<file path="config.mk">
export PLATFORM = sky130hd
export DESIGN_NAME = char_grid_buffer
export DESIGN_NICKNAME = d
export VERILOG_FILES = /design/src/rtl/char_grid_pkg.sv /design/src/rtl/char_grid_ram.sv /design/src/rtl/char_grid_buffer.sv
export SDC_FILE = /design/constraint.sdc
export NUM_CORES = 2
export LEC_CHECK = 0
export ABC_AREA = 1
export BUFFER_PORTS_ARGS = -buffer_cell sky130_fd_sc_hd__buf_2
export CAP_MARGIN = 20
export CELL_PAD_IN_SITES_DETAIL_PLACEMENT = 1
export CELL_PAD_IN_SITES_GLOBAL_PLACEMENT = 2
export CORE_UTILIZATION = 44
export DETAILED_ROUTE_END_ITERATION = 12
export GPL_TIMING_DRIVEN = 0
export PLACE_DENSITY_LB_ADDON = 0.08
export SYNTH_ARGS = -nofsm -noshare
export SYNTH_HDL_FRONTEND = slang
export SYNTH_SLANG_ARGS = --single-unit
</file>
<file path="constraint.sdc">
create_clock -name clk -period 10.3 [get_ports clk]
set_input_delay 1.03 -clock clk [delete_from_list [all_inputs] [get_ports clk]]
set_output_delay 1.03 -clock clk [all_outputs]
set_load 0.05 [all_outputs]
</file>
<file path="src/rtl/char_grid_pkg.sv">
// Shared types and constants for the character-cell grid buffer.
package char_grid_pkg;

  typedef enum logic {
    IDLE  = 1'b0,
    CLEAR = 1'b1
  } grid_state_t;

  localparam logic [7:0] DEFAULT_CLEAR_CHAR = 8'h20;

  // Address width for a grid of n cells; never narrower than one bit.
  function automatic int clog2(input int n);
    int w;
    w = 1;
    while ((1 << w) < n) w = w + 1;
    return w;
  endfunction

endpackage

</file>
<file path="src/rtl/char_grid_ram.sv">
// Simple dual-port cell store: one write port, one registered read-first read port, no reset.
module char_grid_ram #(
  parameter int DW    = 8,
  parameter int DEPTH = 256,
  parameter int AW    = 8
) (
  input  logic          clk,
  input  logic          we,
  input  logic [AW-1:0] wa,
  input  logic [DW-1:0] wd,
  input  logic          re,
  input  logic [AW-1:0] ra,
  output logic [DW-1:0] q
);

  logic [DW-1:0] mem [DEPTH];

  // Both ports update with non-blocking assignments, so a same-address read returns the old word.
  always_ff @(posedge clk) begin
    if (we) mem[wa] <= wd;
    if (re) q <= mem[ra];
  end

endmodule

</file>
<file path="src/rtl/char_grid_buffer.sv">
// COLS x ROWS character grid with clear sequencer, one-entry pending write and registered read port.
// Optional per-row dirty tracking is enabled by defining CHAR_GRID_DIRTY_EN.
module char_grid_buffer
  import char_grid_pkg::*;
#(
  parameter int         XW         = 4,
  parameter int         YW         = 4,
  parameter int         COLS       = 16,
  parameter int         ROWS       = 16,
  parameter logic [7:0] CLEAR_CHAR = DEFAULT_CLEAR_CHAR
) (
  input  logic          clk,
  input  logic          reset,
  input  logic          set_ch,
  input  logic [XW-1:0] x,
  input  logic [YW-1:0] y,
  input  logic [7:0]    ch,
  input  logic          clear,
  output logic          busy,
  output logic          overrun,
  input  logic          rd_req,
  input  logic [XW-1:0] rd_x,
  input  logic [YW-1:0] rd_y,
  output logic          rd_valid,
  output logic [7:0]    rd_data
`ifdef CHAR_GRID_DIRTY_EN
  ,
  output logic [ROWS-1:0] dirty_rows,
  input  logic            dirty_clr,
  input  logic [YW-1:0]   dirty_clr_row
`endif
);

  localparam int CELLS = COLS * ROWS;
  localparam int AW    = clog2(CELLS);

  grid_state_t   state_reg, state_next;
  logic [AW-1:0] clr_cnt_reg, clr_cnt_next;
  logic          pend_valid_reg, pend_valid_next;
  logic [AW-1:0] pend_addr_reg, pend_addr_next;
  logic [7:0]    pend_ch_reg, pend_ch_next;
  logic          overrun_reg, overrun_next;

  logic          wr_en;
  logic [AW-1:0] wr_addr;
  logic [7:0]    wr_data;

  logic          set_ok;
  logic [AW-1:0] set_addr;
  logic          rd_in_range;
  logic [AW-1:0] rd_addr;

  logic          rd_valid_reg;
  logic          rd_oob_reg;
  logic          rd_seen_reg;
  logic [7:0]    ram_q;

  assign set_ok   = set_ch && (int'(x) < COLS) && (int'(y) < ROWS);
  assign set_addr = AW'(int'(y) * COLS + int'(x));

  assign rd_in_range = (int'(rd_x) < COLS) && (int'(rd_y) < ROWS);
  assign rd_addr     = AW'(int'(rd_y) * COLS + int'(rd_x));

  always_ff @(posedge clk or posedge reset) begin
    if (reset) begin
      state_reg      <= CLEAR;
      clr_cnt_reg    <= '0;
      pend_valid_reg <= 1'b0;
      pend_addr_reg  <= '0;
      pend_ch_reg    <= 8'h00;
      overrun_reg    <= 1'b0;
    end else begin
      state_reg      <= state_next;
      clr_cnt_reg    <= clr_cnt_next;
      pend_valid_reg <= pend_valid_next;
      pend_addr_reg  <= pend_addr_next;
      pend_ch_reg    <= pend_ch_next;
      overrun_reg    <= overrun_next;
    end
  end

  always_comb begin
    state_next      = state_reg;
    clr_cnt_next    = clr_cnt_reg;
    pend_valid_next = pend_valid_reg;
    pend_addr_next  = pend_addr_reg;
    pend_ch_next    = pend_ch_reg;
    overrun_next    = overrun_reg;
    wr_en           = 1'b0;
    wr_addr         = set_addr;
    wr_data         = ch;

    case (state_reg)
      CLEAR: begin
        wr_en   = 1'b1;
        wr_addr = clr_cnt_reg;
        wr_data = CLEAR_CHAR;
        if (clr_cnt_reg == AW'(CELLS - 1)) begin
          state_next   = IDLE;
          clr_cnt_next = '0;
        end else begin
          clr_cnt_next = clr_cnt_reg + 1'b1;
        end
        // Writes arriving mid-clear are parked; a second one replaces the first.
        if (set_ok) begin
          if (pend_valid_reg) overrun_next = 1'b1;
          pend_valid_next = 1'b1;
          pend_addr_next  = set_addr;
          pend_ch_next    = ch;
        end
      end

      default: begin
        if (clear) state_next = CLEAR;
        if (pend_valid_reg) begin
          // Drain the parked write first; a simultaneous new write takes its slot.
          wr_en           = 1'b1;
          wr_addr         = pend_addr_reg;
          wr_data         = pend_ch_reg;
          pend_valid_next = set_ok;
          if (set_ok) begin
            pend_addr_next = set_addr;
            pend_ch_next   = ch;
          end
        end else if (set_ok) begin
          wr_en = 1'b1;
        end
      end
    endcase
  end

  always_ff @(posedge clk or posedge reset) begin
    if (reset) begin
      rd_valid_reg <= 1'b0;
      rd_oob_reg   <= 1'b0;
      rd_seen_reg  <= 1'b0;
    end else begin
      rd_valid_reg <= rd_req;
      if (rd_req) begin
        rd_oob_reg  <= !rd_in_range;
        rd_seen_reg <= 1'b1;
      end
    end
  end

  char_grid_ram #(
    .DW    (8),
    .DEPTH (CELLS),
    .AW    (AW)
  ) u_ram (
    .clk (clk),
    .we  (wr_en),
    .wa  (wr_addr),
    .wd  (wr_data),
    .re  (rd_req && rd_in_range),
    .ra  (rd_addr),
    .q   (ram_q)
  );

  // The RAM output register has no reset, so report zero until the first read completes.
  assign rd_data  = !rd_seen_reg ? 8'h00 : (rd_oob_reg ? CLEAR_CHAR : ram_q);
  assign rd_valid = rd_valid_reg;
  assign busy     = (state_reg == CLEAR);
  assign overrun  = overrun_reg;

`ifdef CHAR_GRID_DIRTY_EN
  logic [YW-1:0]   pend_row_reg;
  logic [YW-1:0]   wr_row;
  logic [ROWS-1:0] dirty_reg;

  // Every accepted write either goes straight to RAM with the buffer empty or lands in
  // the buffer, so tracking the row of the latest accepted write is sufficient.
  always_ff @(posedge clk or posedge reset) begin
    if (reset) pend_row_reg <= '0;
    else if (set_ok) pend_row_reg <= y;
  end

  assign wr_row = (state_reg == IDLE && pend_valid_reg) ? pend_row_reg : y;

  genvar gi;
  for (gi = 0; gi < ROWS; gi++) begin : g_dirty
    always_ff @(posedge clk or posedge reset) begin
      if (reset) begin
        dirty_reg[gi] <= 1'b1;
      end else if (state_reg == CLEAR || (wr_en && int'(wr_row) == gi)) begin
        dirty_reg[gi] <= 1'b1;
      end else if (dirty_clr && int'(dirty_clr_row) == gi) begin
        dirty_reg[gi] <= 1'b0;
      end
    end
  end

  assign dirty_rows = dirty_reg;
`endif

endmodule

</file>
After elaboration in Yosys (flattened, before gate mapping)
Memory sizes are Yosys's and may differ from the RTL's. A register that Yosys moved wholly into a read port is not among the register bits.
Cells that the tools add are included.
W data, S select, Z words.
{"block": "word_totals", "inputBits": 29, "elab_cells": 39, "ram_bits": 2048, "register_bits": 29, "mem_count": 1, "output_inout_bits": 11}
{"block": "classes", "muxes": 23, "n_reduce_logical": 2, "add_sub_neg": 3, "n_eq_ne": 2}
{"memory": "u_ram.mem", "depth": 256, "word_bits": 8, "read_ports": 1, "rd_ports_with_merged_regs": 1, "wr": 1, "line_no": "char_grid_ram.sv:16", "source": "logic [DW-1:0] mem [DEPTH];"}
{"operator": "$mux W8", "count": 12}
{"operator": "$add A8 B4 Y8", "count": 2}
{"operator": "$mux W1", "count": 11}
{"operator": "$add A8 B1 Y8 const B", "count": 1}
{"operator": "$eq A8 B8 Y1 const B", "count": 1}
{"operator": "$reduce_and A3 Y1", "count": 1}
{"operator": "$ne A2 B2 Y1 const B", "count": 1}
{"operator": "$reduce_bool A2 Y1", "count": 1}

Longest topological paths before layout
{"block": "depth", "depth_word": 5, "mapped_depth": 15, "mapped_depth_nobuf": 11}

Cells and area by module
A second synthesis with hierarchy kept.
{"block": "unflattened", "cells_unflattened": 7207, "hier_area_um2": 85055.3}
{"mod": "char_grid_ram", "seq_area_each_um2": 61739.2, "n_inst": 1, "cells_each": 7003, "area_per_inst_um2": 83476.3}
{"mod": "char_grid_buffer", "seq_area_each_um2": 726.9, "n_inst": 1, "cells_each": 204, "area_per_inst_um2": 1579.0}

Worst setup path before layout
OpenSTA, ideal clock, no wires.
{"block": "synth_timing", "path_kind": "reg2reg", "from": "reg state_reg, in the netlist busy", "to": "mem u_ram.mem[0][0] (data pin)", "arrival_ns": 7.999, "path_buffers": 3, "t_required_ns": 8.722, "stages_incl_launch_ff": 7, "synth_period_minus_slack_ns": 9.577, "setup_time_ns": 1.578, "setup_slack_ns": 0.723, "path_cell_list": "dfstp_2 buf_6 inv_6 buf_12 clkbuf_1 o21ai_0 a21oi_1"}
{"block": "synth_between", "elab_chain_cells": 1}
{"element": "start, declared", "line_no": "char_grid_buffer.sv:37", "source": "grid_state_t state_reg, state_next;"}
{"element": "start signal, assigned", "line_no": "char_grid_buffer.sv:73", "source": "state_reg <= state_next;"}
{"element": "$mux W8", "line_no": "char_grid_buffer.sv:93", "source": "case (state_reg)"}
{"element": "via u_ram.wd[0]", "line_no": "char_grid_ram.sv:10", "source": "input logic [DW-1:0] wd,"}
{"element": "end, declared", "line_no": "char_grid_ram.sv:16"}
The timed path passes the listed nets, and every way through them passes these cells.

Worst setup path after layout
{"block": "layout_timing", "from": "in rd_x[2]", "to": "reg u_ram.q[7] (read register of u_ram.mem) (data pin)"}
{"block": "layout_between", "elab_chain_cells": 1}
{"element": "start, declared", "line_no": "char_grid_buffer.sv:22", "source": "input logic [XW-1:0] rd_x,"}
{"element": "$add A8 B4 Y8", "line_no": "char_grid_buffer.sv:62", "source": "assign rd_addr = AW'(int'(rd_y) * COLS + int'(rd_x));"}
{"element": "end, declared", "line_no": "char_grid_ram.sv:13", "source": "output logic [DW-1:0] q"}
Every way passes these cells.
A chain may end at the register's enable or synchronous reset.

==> run metrics <==
Pre-Repair DR Iteration Count=6; CP max FO=10; Layout Area Growth over Synthesis=15.5%; htree depth=4; die height=442 um; Max Cap Violations=0; Slew @ Worst Pin=between 1 and 1.5 ns; WP buf/inv=4; postcts setup bufs=0; layout cells sized above 1=roughly 12%; Initial Util=roughly 44%; Mapped Avg Cell Area=about 12 um2; Max clock buf depth=3; gpl congestion=1.01; Post-CTS Hold Buffers=0; Clock power frac=between 40 and 50%; Yosys top cell area share=between 70% and 80%; crit share post-route=a little under half; CP most frequent cell=nand3_1; CP Launch Type=input port; FP Rows=~160; gr usage total=40.5%; final instance area=a little under 0.1 mm2; root cell of the clock tree=clkbuf_16; vias in the first global route=between 60,000 and 70,000; Slowest-stage cell, CP=buf_1; CP Capture Type=flop; Hold Slack=0.311 ns; routed wl met3=between 40 and 50 mm; CP max stage delay=0.89 ns; Vias=roughly 65,000; Largest register FFs=2,048; r2r startpoint=pend_valid_reg; R2R setup slack=~6.0 ns; drt drc=0; Placed Area=~0.09 mm2; first-pass GRT wire length=532 mm; Leak=34.2 nW; Setup Slack @ Placement=between 4 and 5 ns; switch share=24.6%; Avg WL per Cell=a little under 40 um; Peak supply drop=around 0.00015 V; count leader, synth=nand2_1; RSZ-0062 raised after global routing=false; wire length on met1=~160 mm; skew final=~0.020 ns; WS Path Type=input port to flop; HPWL Detailed=slightly below 300 mm; post_cts resized=0; largest net degree at the start of global routing=41; Biggest register=u_ram.mem; clock latency on the worst-skew pair=~0.9 ns; initial antenna violation count=39; Warnings, synthesis=0; Overflow after GRT=0; Final ANT Viol Nets=0; Required @ worst endpoint=between 10 and 15 ns; Top Layer Used=met5; Die X-Extent=roughly 440 um; initial drt markers=around 10,000; fin nets=approximately 7,700; Reg2Reg Depth=10; Yosys reg bits=around 2,100; CTS buffer count=221; Critical R2R Capture=u_ram.mem[48][1]; Worst slew margin=9.40%; area of the mapped netlist=around 0.085 mm2; setup_tns=0 ns; Synth top cells by count=nand2_1 (2,162), edfxtp_1 (2,056), nand3_1 (2,019); ys flop type=edfxtp_1; pwr/cell area=186 mW/mm2; Critical Path AT=5.52 ns; CTS tree=built; Slew Viols, Final=0; final setup violation count=0; run status=finished, final reports clean; core area=approximately 0.19 mm2; die area=slightly below 0.2 mm2; number of clock sinks=2,085; final wirelength=between 400 and 500 mm; vias per cell=6.29; internal power=between 10 and 15 mW; Levels on crit path=12; slack of the critical path=about 5.5 ns; Seq pwr share=approximately half; total power=between 15 and 20 mW; ys async rst share=around 1.4%; post-synth net total=slightly above 7,000; Fin. Hold Viols=0; leading area contributor after synthesis=edfxtp_1; Combinational Power Share=around 7.4%; filler instances=just under 20,000; top cells by area, synth=edfxtp_1 (72%), nand3_1 (12%), nand2_1 (9.5%); post-layout min period=4.76 ns; Port Buffers=33; Reg clk slew, reported paths=approximately 0.06 ns; P_sw=4.51 mW; IO Count=40; Seq/Total Area, Yosys=between 70 and 80%; critical-path cell list=buf_2 > inv_1 > buf_2 > buf_1 > nand3_1 > nand3_1 > nand3_1 > nand3_1 > nand3_1 > nand2_1 > nand2_1 > nand2_1; Synth cell types=39; Post-synth EDFFs=about 2,000; family with the most delay on the worst path=simple AND/OR/NAND/NOR gates; hold crit path type=input port to asynchronous set/reset pin; Mapped Cells=between 7,000 and 8,000; metal2 WL=about 170 mm; fmax=between 200 and 250 MHz
## cells by family after synthesis
family          count (synthesis)  synth area share (%)
compound gates                 53                 0.400
simple gates                 4492                  22.9
fa+ha+maj                       1                0.0147
xor+xnor                        3                0.0308
buf+inv                       569                  3.30
flops                        2085                  73.3
## cell usage in the layout (no fill, tap or decap), drive strengths merged, types with 28 or more instances in the layout
cell type	count
dfrtp	28
edfxtp	2056
o21ai	30
clkinv	114
buf	612
diode	28
nand3	2020
nand2	2176
nor2	290
clkbuf	377
inv	78
## per-stage QoR
stage | instances | util [%]
after floorplan | 7203 | -
after global placement | 9762 | 46.0
after detailed placement | 9926 | 47.4
after CTS | 10300 | 51.0
after global routing | 10400 | 51.1
final | 10400 | 51.1
## area by class of cell
class                      count  area [um2]  share of cell area, %
clock buffer                 286        6010                   6.12
sequential                  2085       62500                   63.5
clock inverter               128         870                  0.884
antenna                       28        70.1                 0.0712
multi-input combinational   4549       20000                   20.3
tap                         2526        3160                   3.21
timing repair buffer         211        2940                   2.98
inverter                      77         299                  0.304
buffer                       492        2530                   2.57
## worst max path at each step
stage	from	to	slack (ns)
3_3_place_gp	busy	u_ram.mem[82][2]	-11.83
2_1_floorplan	busy	u_ram.mem[0][0]	0.72
4_1_cts	rd_x[2]	u_ram.q[7]	5.90
6_report	rd_x[2]	u_ram.q[7]	5.54
5_1_grt	rd_x[2]	u_ram.q[7]	5.70
3_5_place_dp	rd_x[2]	u_ram.q[7]	4.97
## per-layer routing
metal  vias up  GRT usage, %
li1      26500             -
met2      4171          58.9
met5         -             0
met1     33900          56.0
met4        18          19.7
met3       752          11.1
## power by group through the flow
| stage | logic, mW | clock network (mW) | registers [mW] |
|---|---|---|---|
| 2_1_floorplan | 0.603 | 0 | 9.37 |
| 3_3_place_gp | 1.25 | 0 | 9.37 |
| 3_5_place_dp | 1.29 | 0 | 9.37 |
| 4_1_cts | 1.30 | 7.79 | 9.19 |
| 5_1_grt | 1.37 | 8.06 | 9.19 |
| 6_report | 1.36 | 7.79 | 9.19 |
No activity file was read; power rests on OpenSTA's default activity.
